### src/rtl/fdsyncr_bank.sv
// -----------------------------------------------------------------------------
// fdsyncr_bank
//   Bank of CHANNELS double-buffered WIDTH-bit registers. Software writes the
//   shadow stage at any time. A global commit strobe copies every pending
//   shadow into its active stage in a single edge, so a group of timing
//   registers changes atomically at a frame or line boundary.
//
// Optional feature macro: FDSYNCR_QN_EN
//   When defined, adds output qn. qn is the registered bitwise complement of q.
//
// Ports
//   sys_clk    in   single system clock, rising edge
//   rst        in   synchronous, active-high reset
//   wr_en      in   shadow write strobe
//   wr_ch      in   [CW]        channel written (ignored if >= CHANNELS)
//   wr_data    in   [WIDTH]     shadow write data
//   commit     in   copy pending shadows to active
//   rd_ch      in   [CW]        shadow readback select
//   q          out  [CHANNELS*WIDTH] active values, channel n at [n*WIDTH +: WIDTH]
//   pend       out  [CHANNELS]  shadow holds uncommitted data
//   ovr        out  [CHANNELS]  sticky: rewritten while already pending
//   rd_shadow  out  [WIDTH]     combinational shadow of rd_ch (0 if out of range)
//   qn         out  [CHANNELS*WIDTH] ~q, registered (FDSYNCR_QN_EN only)
// -----------------------------------------------------------------------------
module fdsyncr_bank #(
    parameter int               WIDTH     = 6,
    parameter int               CHANNELS  = 4,
    parameter int               CW        = 2,
    parameter logic [WIDTH-1:0] RESET_VAL = '0
) (
    input  logic                      sys_clk,
    input  logic                      rst,
    input  logic                      wr_en,
    input  logic [CW-1:0]             wr_ch,
    input  logic [WIDTH-1:0]          wr_data,
    input  logic                      commit,
    input  logic [CW-1:0]             rd_ch,
    output logic [CHANNELS*WIDTH-1:0] q,
    output logic [CHANNELS-1:0]       pend,
    output logic [CHANNELS-1:0]       ovr,
    output logic [WIDTH-1:0]          rd_shadow
`ifdef FDSYNCR_QN_EN
    ,
    output logic [CHANNELS*WIDTH-1:0] qn
`endif
);

    // Per-channel status: IDLE (nothing pending), PEND (pending),
    // OVR (pending and overwritten before commit).
    typedef enum logic [1:0] {
        ST_IDLE = 2'd0,
        ST_PEND = 2'd1,
        ST_OVR  = 2'd2
    } ch_state_t;

    ch_state_t        r_state      [CHANNELS];
    ch_state_t        w_next_state [CHANNELS];
    logic [WIDTH-1:0] r_shadow     [CHANNELS];
    logic [WIDTH-1:0] r_active     [CHANNELS];
`ifdef FDSYNCR_QN_EN
    logic [WIDTH-1:0] r_active_n   [CHANNELS];
`endif
    logic [CHANNELS-1:0] w_wr_hit;
    logic [CHANNELS-1:0] w_commit_ch;

    // Channel decode. Comparing against in-range indices only means an
    // out-of-range wr_ch simply hits nothing.
    always_comb begin
        for (int c = 0; c < CHANNELS; c++) begin
            w_wr_hit[c] = wr_en && (int'(wr_ch) == c);
        end
    end

    // Next-state logic. A commit wins over the overrun transition: a write in
    // the commit cycle starts a fresh pending period rather than an overrun.
    // NOTE: every output of this block gets a default first so no latch is inferred.
    always_comb begin
        for (int c = 0; c < CHANNELS; c++) begin
            w_next_state[c] = r_state[c];
            w_commit_ch[c]  = 1'b0;
            unique case (r_state[c])
                ST_IDLE: begin
                    if (w_wr_hit[c]) w_next_state[c] = ST_PEND;
                end
                ST_PEND, ST_OVR: begin
                    if (commit) begin
                        w_commit_ch[c]  = 1'b1;
                        w_next_state[c] = w_wr_hit[c] ? ST_PEND : ST_IDLE;
                    end else if (w_wr_hit[c]) begin
                        w_next_state[c] = ST_OVR;
                    end
                end
                default: w_next_state[c] = ST_IDLE;
            endcase
        end
    end

    // NOTE: non-blocking assignments make the active copy take the shadow value
    // held before this edge, even when the shadow is rewritten in the same cycle.
    // NOTE: the shadow array is reset along with the rest because readback of
    // an unwritten channel must return RESET_VAL, not an undefined value.
    always_ff @(posedge sys_clk) begin
        if (rst) begin
            for (int c = 0; c < CHANNELS; c++) begin
                r_state[c]    <= ST_IDLE;
                r_shadow[c]   <= RESET_VAL;
                r_active[c]   <= RESET_VAL;
`ifdef FDSYNCR_QN_EN
                r_active_n[c] <= ~RESET_VAL;
`endif
            end
        end else begin
            for (int c = 0; c < CHANNELS; c++) begin
                r_state[c] <= w_next_state[c];
                if (w_wr_hit[c]) r_shadow[c] <= wr_data;
                if (w_commit_ch[c]) begin
                    r_active[c]   <= r_shadow[c];
`ifdef FDSYNCR_QN_EN
                    r_active_n[c] <= ~r_shadow[c];
`endif
                end
            end
        end
    end

    // Output packing and shadow readback mux.
    always_comb begin
        rd_shadow = '0;
        for (int c = 0; c < CHANNELS; c++) begin
            q[c*WIDTH +: WIDTH] = r_active[c];
`ifdef FDSYNCR_QN_EN
            qn[c*WIDTH +: WIDTH] = r_active_n[c];
`endif
            pend[c] = (r_state[c] != ST_IDLE);
            ovr[c]  = (r_state[c] == ST_OVR);
            if (int'(rd_ch) == c) rd_shadow = r_shadow[c];
        end
    end

endmodule

### config.mk
export PLATFORM = sky130hd
export DESIGN_NAME = fdsyncr_bank
export DESIGN_NICKNAME = d
export VERILOG_FILES = /design/src/rtl/fdsyncr_bank.sv
export SDC_FILE = /design/constraint.sdc
export NUM_CORES = 1
export LEC_CHECK = 0
export ABC_AREA = 0
export BUFFER_PORTS_ARGS = -buffer_cell sky130_fd_sc_hd__buf_2
export CAP_MARGIN = 20
export CORE_MARGIN = 2
export CORE_UTILIZATION = 44
export DETAILED_ROUTE_END_ITERATION = 16
export PLACE_DENSITY = 0.69
export RECOVER_POWER = 100
export SYNTH_ARGS = -nofsm -noshare
export SYNTH_HDL_FRONTEND = slang
export SYNTH_SLANG_ARGS = --single-unit
### constraint.sdc
create_clock -name sys_clk -period 1.45 [get_ports sys_clk]
set_input_delay 0.2175 -clock sys_clk [delete_from_list [all_inputs] [get_ports sys_clk]]
set_output_delay 0.2175 -clock sys_clk [all_outputs]
set_load 0.02 [all_outputs]
# ---- After elaboration in Yosys (flattened, before gate mapping)
# Memories as Yosys holds them, arrays and structs flattened.
# Cells that the tools add are included.
dict set report classes {
  n_eq_ne 14
  muxes 68
  bitwise_logic 12
  reduce_logical 18
}
# operator count
set op_table {}
lappend op_table {{6-bit two-way mux} 12}
lappend op_table {{1-bit two-way mux} 36}
lappend op_table {{2-bit two-way mux} 16}
lappend op_table {{2-bit == test, second input constant} 8}
lappend op_table {{2-bit case mux with 2 select lines} 4}
lappend op_table {{2-bit by 1-bit == test with 1-bit output, second input constant} 6}
lappend op_table {{2-bit logical NOT} 6}
lappend op_table {{1-bit bitwise OR} 12}
lappend op_table {{2-bit nonzero test} 4}
lappend op_table {{2-bit OR reduction} 4}
lappend op_table {{1-bit logical AND} 4}
dict set report totals {
  reg_bits 0
  ramBits 56
  in_bits 14
  output_inout_bits 38
  mem_count 3
}
# memory depth width read_ports rd_clocked_by_memory_dff wr line
set mem_list {}
lappend mem_list {r_active 4 6 4 0 4 59} ;# logic [WIDTH-1:0] r_active [CHANNELS];
lappend mem_list {r_shadow 4 6 4 0 4 58} ;# logic [WIDTH-1:0] r_shadow [CHANNELS];
lappend mem_list {r_state 4 2 4 0 4 56} ;# ch_state_t r_state [CHANNELS];

# ---- Depth between registers and ports, before layout
# Gate-level depths: netlist (run 1).
dict set report logic_depth {
  word_depth 7
  ltp_mapped 5
}

# ---- Worst setup path after synthesis (run 1)
# OpenSTA, ideal clock, no wires.
dict set report synth_timing {
  path_type {reg-to-reg}
  from {memory r_state[1][1] (netlist bit)}
  to {memory r_state[1][1] (netlist bit)}
  arrival_ps 1282
  setup_slack_ps 98
  stages_incl_launch_ff 6
  n_path_buf 0
  cell_sequence {dfxtp_1 inv_1 ha_1 nor2b_1 or3b_1 a21oi_1}
}
# element line
set synth_lines {}
lappend synth_lines {{start, declared} 56}

==> impl_metrics.env, run 1 <==
export IMPL_setup_ws_ps=-159
export IMPL_track_usage_pct=14.9
export IMPL_synth_edf_count=48
export IMPL_whs_path_depth=2
export IMPL_min_from="wr_data[1]"
export IMPL_holdWs_ps=240
export IMPL_synth_cell_types=24
export IMPL_syn_nets=212
export IMPL_core_area_um2=5540
export IMPL_relSlewSlack_pct=44.3
export IMPL_grt_max_degree=20
export IMPL_die_area_um2=6410
export IMPL_utilization_pct=55.5
export IMPL_worstHoldEndpoint="r_shadow[2][1]$_SDFFCE_PN0P_"
export IMPL_cp_end_kind="output port"
export IMPL_diodes=0
export IMPL_fillers=480
export IMPL_synth_top_cell_by_area="edfxtp_1"
export IMPL_synthCells=186
export IMPL_ys_ff_latch=56
export IMPL_synthArstFlopShare_pct=0
export IMPL_dpl_hpwl_um=3560
export IMPL_cap_violations=0
export IMPL_worst_pin_slew_ps=836
export IMPL_numClockSinks=56
export IMPL_fmax_ghz=0.621
export IMPL_ys_flop_type="edfxtp_1"
export IMPL_synth_compound_area_share_pct=5.07
export IMPL_syn_to_final_growth_pct=20.8
export IMPL_synth_top_family_by_area="simple AND/OR/NAND/NOR gates"
export IMPL_synth_fa_ha_area_share_pct=5.90
export IMPL_route_detailed_drc=0
export IMPL_ys_seq_area_share_pct=63.0
export IMPL_hp_class="in2reg"
export IMPL_power_frac_seq_pct=59.2
export IMPL_clk_path_buf_depth=2
export IMPL_finClkSkew_ps=5.14
export IMPL_cts_clk_slew_worst_paths_ps=100
export IMPL_dp_worst_setup_slack_ps=-3.94
export IMPL_yosysWarnings=0
export IMPL_p_int_w=0.00239
export IMPL_worstRegToRegCells=5
export IMPL_regArea_um2=1610
export IMPL_synth_top_cell_area_share_pct=56.7
export IMPL_crit_buf_inv=1
export IMPL_multi_input_area_um2=896
export IMPL_leakage_nw=1.20
export IMPL_final_layout_size_suffix_gt1_share_pct=24.5
export IMPL_cts_root_buf="clkbuf_8"
export IMPL_synth_area_per_cell_um2=13.7
export IMPL_grt_pass1_vias=1470
export IMPL_clk_latency_ps=300
export IMPL_htree_levels=2
export IMPL_setup_viol=12
export IMPL_placed_cells=309
export IMPL_status="finished with violations"
export IMPL_startpoint_type="flop"
export IMPL_crit_fanout=2
export IMPL_row_count=27
export IMPL_wl_per_cell_um=14.5
export IMPL_vias=1583
export IMPL_cp_slowest_cell="mux4_2"
export IMPL_gr_total_overflow=0
export IMPL_synth_area_leaders="edfxtp_1 (57%), and2_1 (12%), dfxtp_1 (6.3%)"
export IMPL_numCtsBuffers=5
export IMPL_final_cells=325
export IMPL_initial_utilization_pct=45.9
export IMPL_routed_via_density=4.87
export IMPL_synth_xor_area_share_pct=0
export IMPL_failed_checks="negative setup slack"
export IMPL_yosys_area_share_simple_pct=18.4
export IMPL_die_y_um=80.0
export IMPL_place_congestion=0.808
export IMPL_cp_required_ps=1230
export IMPL_cts_tree="done"
export IMPL_p_switching_w=0.000820
export IMPL_drtIter0Drc=88
export IMPL_drv_slew=0
export IMPL_fin_crit_ps=1610
export IMPL_comb_power_share_pct=14.3
export IMPL_die_w_um=80.0
export IMPL_criticalPathCategory="reg2out"
export IMPL_drt_first_pass_iters=4
export IMPL_fin_crit_sh_pct=111
export IMPL_r2r_end="r_active[1][1]$_SDFFCE_PN0P_"
export IMPL_slowest_delay_ps=520
export IMPL_powerDensity_nw_per_um2=1040
export IMPL_r2r_slack_ps=-20
export IMPL_clock_power_share_pct=26.5
export IMPL_cp_arrival_ps=1390
export IMPL_netlist_area_um2=2540
export IMPL_irDropWorstVdd_mv=0.506
export IMPL_crit_chain="mux4_2, buf_6"
export IMPL_synthTopCellsByCount="and2_1 (48), edfxtp_1 (48), ha_1 (12), inv_1 (12)"
export IMPL_path_delay_family="multiplexers"
export IMPL_ant_nets=0
export IMPL_synthMuxAreaShare_pct=5.31
export IMPL_timing_rr_start="r_state[1][0]$_SDFFE_PP0P_"
export IMPL_routed_wl_um=4700
export IMPL_hold_viol_final=0
export IMPL_antenna_found_initial=0
export IMPL_grt_pass1_wl_um=7160
export IMPL_switching_share_pct=25.6
export IMPL_pin_count=52
export IMPL_rsz0062_at_grt="true"
export IMPL_fin_nets=278
export IMPL_portBuffers=51
placed cells by master, fill, tap and decap left out, types with 5 or more instances in the layout:
| master | count |
|---|---|
| a21oi_1 | 8 |
| and2_0 | 16 |
| and2_1 | 32 |
| buf_2 | 15 |
| buf_4 | 12 |
| buf_6 | 6 |
| clkbuf_1 | 26 |
| clkbuf_8 | 5 |
| dfxtp_1 | 5 |
| edfxtp_1 | 48 |
| ha_1 | 12 |
| inv_1 | 11 |
| mux4_2 | 6 |
| nand2b_1 | 7 |
| nor2_1 | 6 |
per-stage QoR:
step / power, W / setup TNS (ps) / instance area (um^2)
floorplan: 0.00219 / 0 / 2540
global placement: 0.00234 / 0 / 2900
detailed placement: 0.00235 / -3.94 / 2900
CTS: 0.00321 / -868 / 3060
global route: 0.00334 / -2980 / 3070
finish: 0.00321 / -890 / 3070
state kept, by name, summed over array words and instances (netlist names):
signal,flops
r_state,8
r_active,24
r_shadow,24
routing by layer:
layer | GRT usage [%] | part of all wire [%]
met3 | 3.51 | 7.1
met1 | 20.9 | 44
met5 | 0 | 0
met2 | 23.2 | 48
met4 | 4.24 | 0.96
power by group through the flow:
| stage | Combinational, W | Sequential [W] | Clock [W] |
|---|---|---|---|
| 5_1_grt | 0.000496 | 0.00191 | 0.000937 |
| 3_5_place_dp | 0.000409 | 0.00194 | 0 |
| 6_report | 0.000458 | 0.00190 | 0.000849 |
| 2_1_floorplan | 0.000216 | 0.00197 | 0 |
| 4_1_cts | 0.000451 | 0.00190 | 0.000863 |
| 3_3_place_gp | 0.000402 | 0.00194 | 0 |
how the worst max path moves through the flow:
stage / startpoint / to / depth (start not counted)
2_1_floorplan: r_state[1][1]$_SDFFE_PP0P_ / r_state[1][1]$_SDFFE_PP0P_ / 5
3_3_place_gp: r_state[1][0]$_SDFFE_PP0P_ / r_state[1][1]$_SDFFE_PP0P_ / 5
3_5_place_dp: r_state[1][0]$_SDFFE_PP0P_ / r_state[1][1]$_SDFFE_PP0P_ / 5
4_1_cts: r_shadow[3][0]$_SDFFCE_PN0P_ / rd_shadow[0] / 2
5_1_grt: r_shadow[3][1]$_SDFFCE_PN0P_ / rd_shadow[1] / 2
6_report: r_shadow[3][0]$_SDFFCE_PN0P_ / rd_shadow[0] / 2
kinds of logic (layout without fill, tap and decap cells):
group,Yosys count,after routing
simple gates,77,77
flops,56,56
compound gates,20,20
buf+inv,15,82
fa+ha+maj,12,12
mux,6,6
worst reg2reg max path, stage by stage, from the launching register on:
cell     delay (ps)
dfxtp_1         340
inv_1            60
ha_1            330
nand2_1         170
nor2_1          110
and2_1          230
what timing repair did:
action                                  in CTS  in global routing
setup buffers                                3                  5
hold endpoints to repair                     0                  0
endpoints found under the setup margin      13                 54
pin swaps                                    0                  0
resized for setup                           15                 17
hold buffers                                 0                  0
cell type report:
cell class | count | share of cell area (%)
Inverter | 12 | 1.47
Tap cell | 72 | 2.93
Clock buffer | 5 | 2.24
Multi-Input combinational cell | 115 | 29.2
Timing Repair Buffer | 62 | 11.2
Sequential cell | 56 | 52.2
Clock inverter | 3 | 0.733
Note: power is estimated with default switching activity, not from simulation.
==> inputs of run 2 (changes only) <==
--- a/config.mk
+++ b/config.mk
@@ -8,10 +8,13 @@
 export ABC_AREA = 0
 export BUFFER_PORTS_ARGS = -buffer_cell sky130_fd_sc_hd__buf_2
 export CAP_MARGIN = 20
+export CELL_PAD_IN_SITES_DETAIL_PLACEMENT = 1
+export CELL_PAD_IN_SITES_GLOBAL_PLACEMENT = 1
 export CORE_MARGIN = 2
-export CORE_UTILIZATION = 44
+export CORE_UTILIZATION = 39
 export DETAILED_ROUTE_END_ITERATION = 16
-export PLACE_DENSITY = 0.69
+export GPL_TIMING_DRIVEN = 0
+export PLACE_DENSITY_LB_ADDON = 0.1
 export RECOVER_POWER = 100
 export SYNTH_ARGS = -nofsm -noshare
 export SYNTH_HDL_FRONTEND = slang
==> impl_metrics.env, run 2 (synthesized netlist as in run 1, its figures left out) <==
export IMPL_row_count=29
export IMPL_wl_per_cell_um=16.4
export IMPL_dpl_hpwl_um=4040
export IMPL_grt_pass1_wl_um=8170
export IMPL_numCtsBuffers=5
export IMPL_fin_crit_ps=1650
export IMPL_cts_root_buf="clkbuf_8"
export IMPL_syn_to_final_growth_pct=20.5
export IMPL_multi_input_area_um2=925
export IMPL_pin_count=52
export IMPL_cts_tree="done"
export IMPL_hold_viol_final=0
export IMPL_cp_end_kind="output port"
export IMPL_worst_pin_slew_ps=647
export IMPL_die_y_um=84.8
export IMPL_cp_arrival_ps=1440
export IMPL_failed_checks="negative setup slack"
export IMPL_finClkSkew_ps=3.60
export IMPL_relSlewSlack_pct=56.8
export IMPL_gr_total_overflow=0
export IMPL_numClockSinks=56
export IMPL_cap_violations=0
export IMPL_status="finished with violations"
export IMPL_powerDensity_nw_per_um2=1100
export IMPL_cp_required_ps=1230
export IMPL_clk_path_buf_depth=2
export IMPL_route_detailed_drc=0
export IMPL_routed_via_density=4.89
export IMPL_antenna_found_initial=0
export IMPL_drv_slew=0
export IMPL_criticalPathCategory="reg2out"
export IMPL_regArea_um2=1610
export IMPL_dpl_cell_area_um2=2890
export IMPL_die_w_um=84.8
export IMPL_grt_pass1_vias=1527
export IMPL_core_area_um2=6310
export IMPL_fin_nets=271
export IMPL_htree_levels=2
export IMPL_fin_tns_setup_ps=-1120
export IMPL_drtIter0Drc=62
export IMPL_cts_clk_slew_worst_paths_ps=100
export IMPL_rsz0062_at_grt="true"
export IMPL_setup_ws_ps=-203
export IMPL_final_layout_size_suffix_gt1_share_pct=23.2
export IMPL_mostFrequentLayoutCell="edfxtp_1"
export IMPL_leakage_nw=1.17
export IMPL_crit_fanout=2
export IMPL_clk_latency_ps=310
export IMPL_track_usage_pct=15.3
export IMPL_initial_utilization_pct=40.3
export IMPL_setup_viol=12
export IMPL_routed_wl_um=5310
export IMPL_diodes=0
export IMPL_die_area_um2=7180
export IMPL_vias=1579
export IMPL_stdcell_area_um2=3070
export IMPL_reg_top3="r_active x24, r_shadow x24, r_state x8"
export IMPL_ant_nets=0
export IMPL_fillers=694
export IMPL_hp_class="in2reg"
export IMPL_irDropWorstVdd_mv=0.673
export IMPL_drt_first_pass_iters=4
export IMPL_fmax_ghz=0.605
export IMPL_fin_crit_sh_pct=114
export IMPL_grt_max_degree=17
export IMPL_startpoint_type="flop"
export IMPL_portBuffers=50
export IMPL_place_congestion=0.775
export IMPL_layout_common_cells="edfxtp_1 (48), clkbuf_1 (30), and2_1 (30), and2_0 (18), buf_2 (12)"
run 2: report_power, final:
| group | internal (W) | switching, W | leakage, nW | total, W |
|---|---|---|---|---|
| Sequential | 0.00185 | 0.0000509 | 0.552 | 0.00190 |
| Combinational | 0.000169 | 0.000275 | 0.561 | 0.000445 |
| Clock | 0.000514 | 0.000513 | 0.0552 | 0.00103 |
run 2: timing repair:
item | CTS | global route
resized for setup | 15 | 26
pin swaps | 0 | 0
setup endpoints to repair | 9 | 60
hold buffers | 0 | 0
setup buffers | 1 | 1
run 2: critical path: stages (launching register included):
cell	delay [ps]
edfxtp_1	440
mux4_2	530
buf_6	160
run 2: worst paths after layout:
check | startpoint | to | slack (ps) | cells after the start
min | wr_data[5] | r_shadow[3][5]$_SDFFCE_PN0P_ | 250 | 2
max reg2reg | r_state[1][0]$_SDFFE_PP0P_ | r_active[1][2]$_SDFFCE_PN0P_ | -30 | 4
max | r_shadow[3][5]$_SDFFCE_PN0P_ | rd_shadow[5] | -200 | 2
min reg2reg | r_state[0][1]$_SDFFE_PP0P_ | r_state[0][1]$_SDFFE_PP0P_ | 510 | 2
run 2: routing by layer:
metal | global-route usage (%) | wire, um | share of wire [%] | up-vias
li1 | - | - | - | 769
met1 | 20.5 | 2470 | 46 | 754
met2 | 24.7 | 2470 | 47 | 49
met3 | 3.93 | 306 | 5.8 | 7
met4 | 4.33 | 63 | 1.2 | 0
met5 | 0 | 0 | 0 | -
run 2: area by class of cell:
cell class                      count  share of cell area [%]
Timing Repair Buffer               52                    8.94
Clock inverter                      2                    1.14
Tap cell                           77                    3.14
Buffer                              3                   0.408
Multi-Input combinational cell    115                    30.2
Sequential cell                    56                    52.4
Inverter                           12                    1.47
Clock buffer                        6                    2.37
run 2: metrics by stage:
stage	worst slack, ps	power [W]	util [%]	hold WS [ps]	instances
after global placement	-17.5	0.00235	45.8	504	313
after detailed placement	-76.4	0.00236	45.8	505	313
after floorplan	98.3	0.00219	-	416	186
final	-203	0.00338	48.6	247	323
after global routing	-239	0.00349	48.6	242	323
after CTS	-198	0.00338	48.3	245	322
==> inputs of run 3 (changes only) <==
--- a/config.mk
+++ b/config.mk
@@ -16,6 +16,7 @@
 export GPL_TIMING_DRIVEN = 0
 export PLACE_DENSITY_LB_ADDON = 0.1
 export RECOVER_POWER = 100
+export SKIP_LAST_GASP = 1
 export SYNTH_ARGS = -nofsm -noshare
 export SYNTH_HDL_FRONTEND = slang
 export SYNTH_SLANG_ARGS = --single-unit
==> constraint.sdc (replaced) <==
create_clock -name sys_clk -period 1.4 [get_ports sys_clk]
set_input_delay 0.21 -clock sys_clk [delete_from_list [all_inputs] [get_ports sys_clk]]
set_output_delay 0.21 -clock sys_clk [all_outputs]
set_load 0.02 [all_outputs]
==> impl_metrics.env, run 3 (synthesized netlist as in run 1, its figures left out) <==
export IMPL_status="finished with violations"
export IMPL_failed_checks="negative setup slack"
export IMPL_mostFrequentLayoutCell="edfxtp_1"
export IMPL_timing_rr_start="r_state[1][1]$_SDFFE_PP0P_"
export IMPL_setup_viol=6
export IMPL_r2r_slack_ps=10
export IMPL_met1_length_um=2530
export IMPL_whs_path_depth=2
export IMPL_dp_worst_setup_slack_ps=-126
export IMPL_final_layout_size_suffix_gt1_share_pct=29.4
export IMPL_relSlewSlack_pct=55.4
export IMPL_comb_power_share_pct=13.5
export IMPL_stdcell_area_um2=3110
export IMPL_fin_nets=273
export IMPL_grt_max_degree=17
export IMPL_fillers=681
export IMPL_track_usage_pct=15.5
export IMPL_portBuffers=50
export IMPL_wl_met3_um=300
export IMPL_syn_to_final_growth_pct=22.4
export IMPL_fin_crit_sh_pct=117
export IMPL_numCtsBuffers=5
export IMPL_startpoint_type="flop"
export IMPL_worstHoldEndpoint="r_shadow[2][3]$_SDFFCE_PN0P_"
export IMPL_top_layer_used="met4"
export IMPL_utilization_pct=49.3
export IMPL_fmax_ghz=0.610
export IMPL_finClkSkew_ps=5.67
export IMPL_setup_ws_ps=-239
export IMPL_drv_slew=0
export IMPL_cp_end_kind="output port"
export IMPL_antenna_found_initial=0
export IMPL_clk_latency_ps=310
export IMPL_diodes=0
export IMPL_drt_first_pass_iters=4
export IMPL_hp_class="in2reg"
export IMPL_grt_pass1_wl_um=8290
export IMPL_htree_levels=2
export IMPL_worst_pin_slew_ps=669
export IMPL_layout_common_cells="edfxtp_1 (48), and2_1 (34), clkbuf_1 (30), buf_2 (15), and2_0 (14)"
export IMPL_die_area_um2=7180
export IMPL_initial_utilization_pct=40.3
export IMPL_grt_pass1_vias=1547
export IMPL_cap_violations=0
export IMPL_routed_via_density=4.84
export IMPL_reg_top3="r_active x24, r_shadow x24, r_state x8"
export IMPL_drtIter0Drc=51
export IMPL_hold_viol_final=0
export IMPL_dpl_hpwl_um=4040
export IMPL_rsz0062_at_grt="true"
export IMPL_irDropWorstVdd_mv=0.732
export IMPL_wl_met2_um=2540
export IMPL_criticalPathCategory="reg2out"
export IMPL_row_count=29
export IMPL_cp_arrival_ps=1430
export IMPL_holdWs_ps=236
export IMPL_cts_tree="done"
export IMPL_clk_path_buf_depth=2
export IMPL_die_w_um=84.8
export IMPL_min_from="wr_data[3]"
export IMPL_cts_root_buf="clkbuf_8"
export IMPL_dpl_cell_area_um2=2890
export IMPL_powerDensity_nw_per_um2=1130
export IMPL_hold_buffers=0
export IMPL_crit_fanout=2
export IMPL_pin_count=52
export IMPL_gr_total_overflow=0
export IMPL_fin_tns_setup_ps=-1220
export IMPL_clock_power_share_pct=30.4
export IMPL_route_detailed_drc=0
export IMPL_die_y_um=84.8
export IMPL_p_switching_w=0.000880
export IMPL_r2r_end="r_state[1][1]$_SDFFE_PP0P_"
export IMPL_vias=1573
export IMPL_worstRegToRegCells=5
export IMPL_cp_required_ps=1190
export IMPL_place_congestion=0.775
export IMPL_p_int_w=0.00264
export IMPL_cts_clk_slew_worst_paths_ps=100
export IMPL_numClockSinks=56
export IMPL_switching_share_pct=25.0
export IMPL_leakage_nw=1.19
export IMPL_power_frac_seq_pct=56.1
export IMPL_ant_nets=0
export IMPL_routed_wl_um=5430
export IMPL_wl_per_cell_um=16.7
export IMPL_fin_crit_ps=1640
export IMPL_core_area_um2=6310
[run 3: changes by cell type in the layout (fill, tap and decap cells not counted), sizes merged]
cell and delta:
clkbuf -4, buf +6
[run 3: worst max-delay path by stage]
stage,start,to
global placement,r_state[1][1]$_SDFFE_PP0P_,r_state[1][1]$_SDFFE_PP0P_
floorplan,r_state[1][1]$_SDFFE_PP0P_,r_state[1][1]$_SDFFE_PP0P_
CTS,r_shadow[3][5]$_SDFFCE_PN0P_,rd_shadow[5]
detailed placement,r_state[1][0]$_SDFFE_PP0P_,r_state[1][1]$_SDFFE_PP0P_
global route,r_shadow[3][4]$_SDFFCE_PN0P_,rd_shadow[4]
finish,r_shadow[3][5]$_SDFFCE_PN0P_,rd_shadow[5]
[run 3: metal layers]
metal,track usage [%],vias to the layer above
met5,0,-
met4,4.33,0
met3,3.93,6
met2,25.3,50
met1,20.6,745
li1,-,772
[run 3: power groups by stage]
stage / registers (W) / logic, W / clock network, W
final: 0.00198 / 0.000477 / 0.00107
after global routing: 0.00199 / 0.000517 / 0.00113
after CTS: 0.00197 / 0.000474 / 0.00107
after detailed placement: 0.00201 / 0.000428 / 0
after global placement: 0.00201 / 0.000422 / 0
after floorplan: 0.00204 / 0.000224 / 0
[run 3: repair_timing]
item	in CTS	in global routing
setup buffers	4	0
pin swaps	0	0
hold endpoints to repair	0	0
resized for setup	27	22
setup endpoints to repair	60	55
[run 3: worst max-delay path, cell delays in order (launching register included)]
cell	delay [ps]
edfxtp_1	430
mux4_2	530
buf_6	160
[run 3: per-stage QoR]
| stage | std cells | power, W |
|---|---|---|
| after global routing | 325 | 0.00364 |
| final | 325 | 0.00352 |
| after CTS | 325 | 0.00351 |
| after detailed placement | 313 | 0.00244 |
| after floorplan | 186 | 0.00227 |
| after global placement | 313 | 0.00243 |
[run 3: final cells by class]
cell class	count	area [um^2]	area share (%)
Multi-Input combinational cell	115	950	30.5
Timing Repair Buffer	54	292	9.36
Tap cell	77	96.3	3.09
Inverter	12	45.0	1.45
Buffer	3	12.5	0.402
Clock buffer	6	72.6	2.33
Clock inverter	2	35.0	1.12
Sequential cell	56	1610	51.7
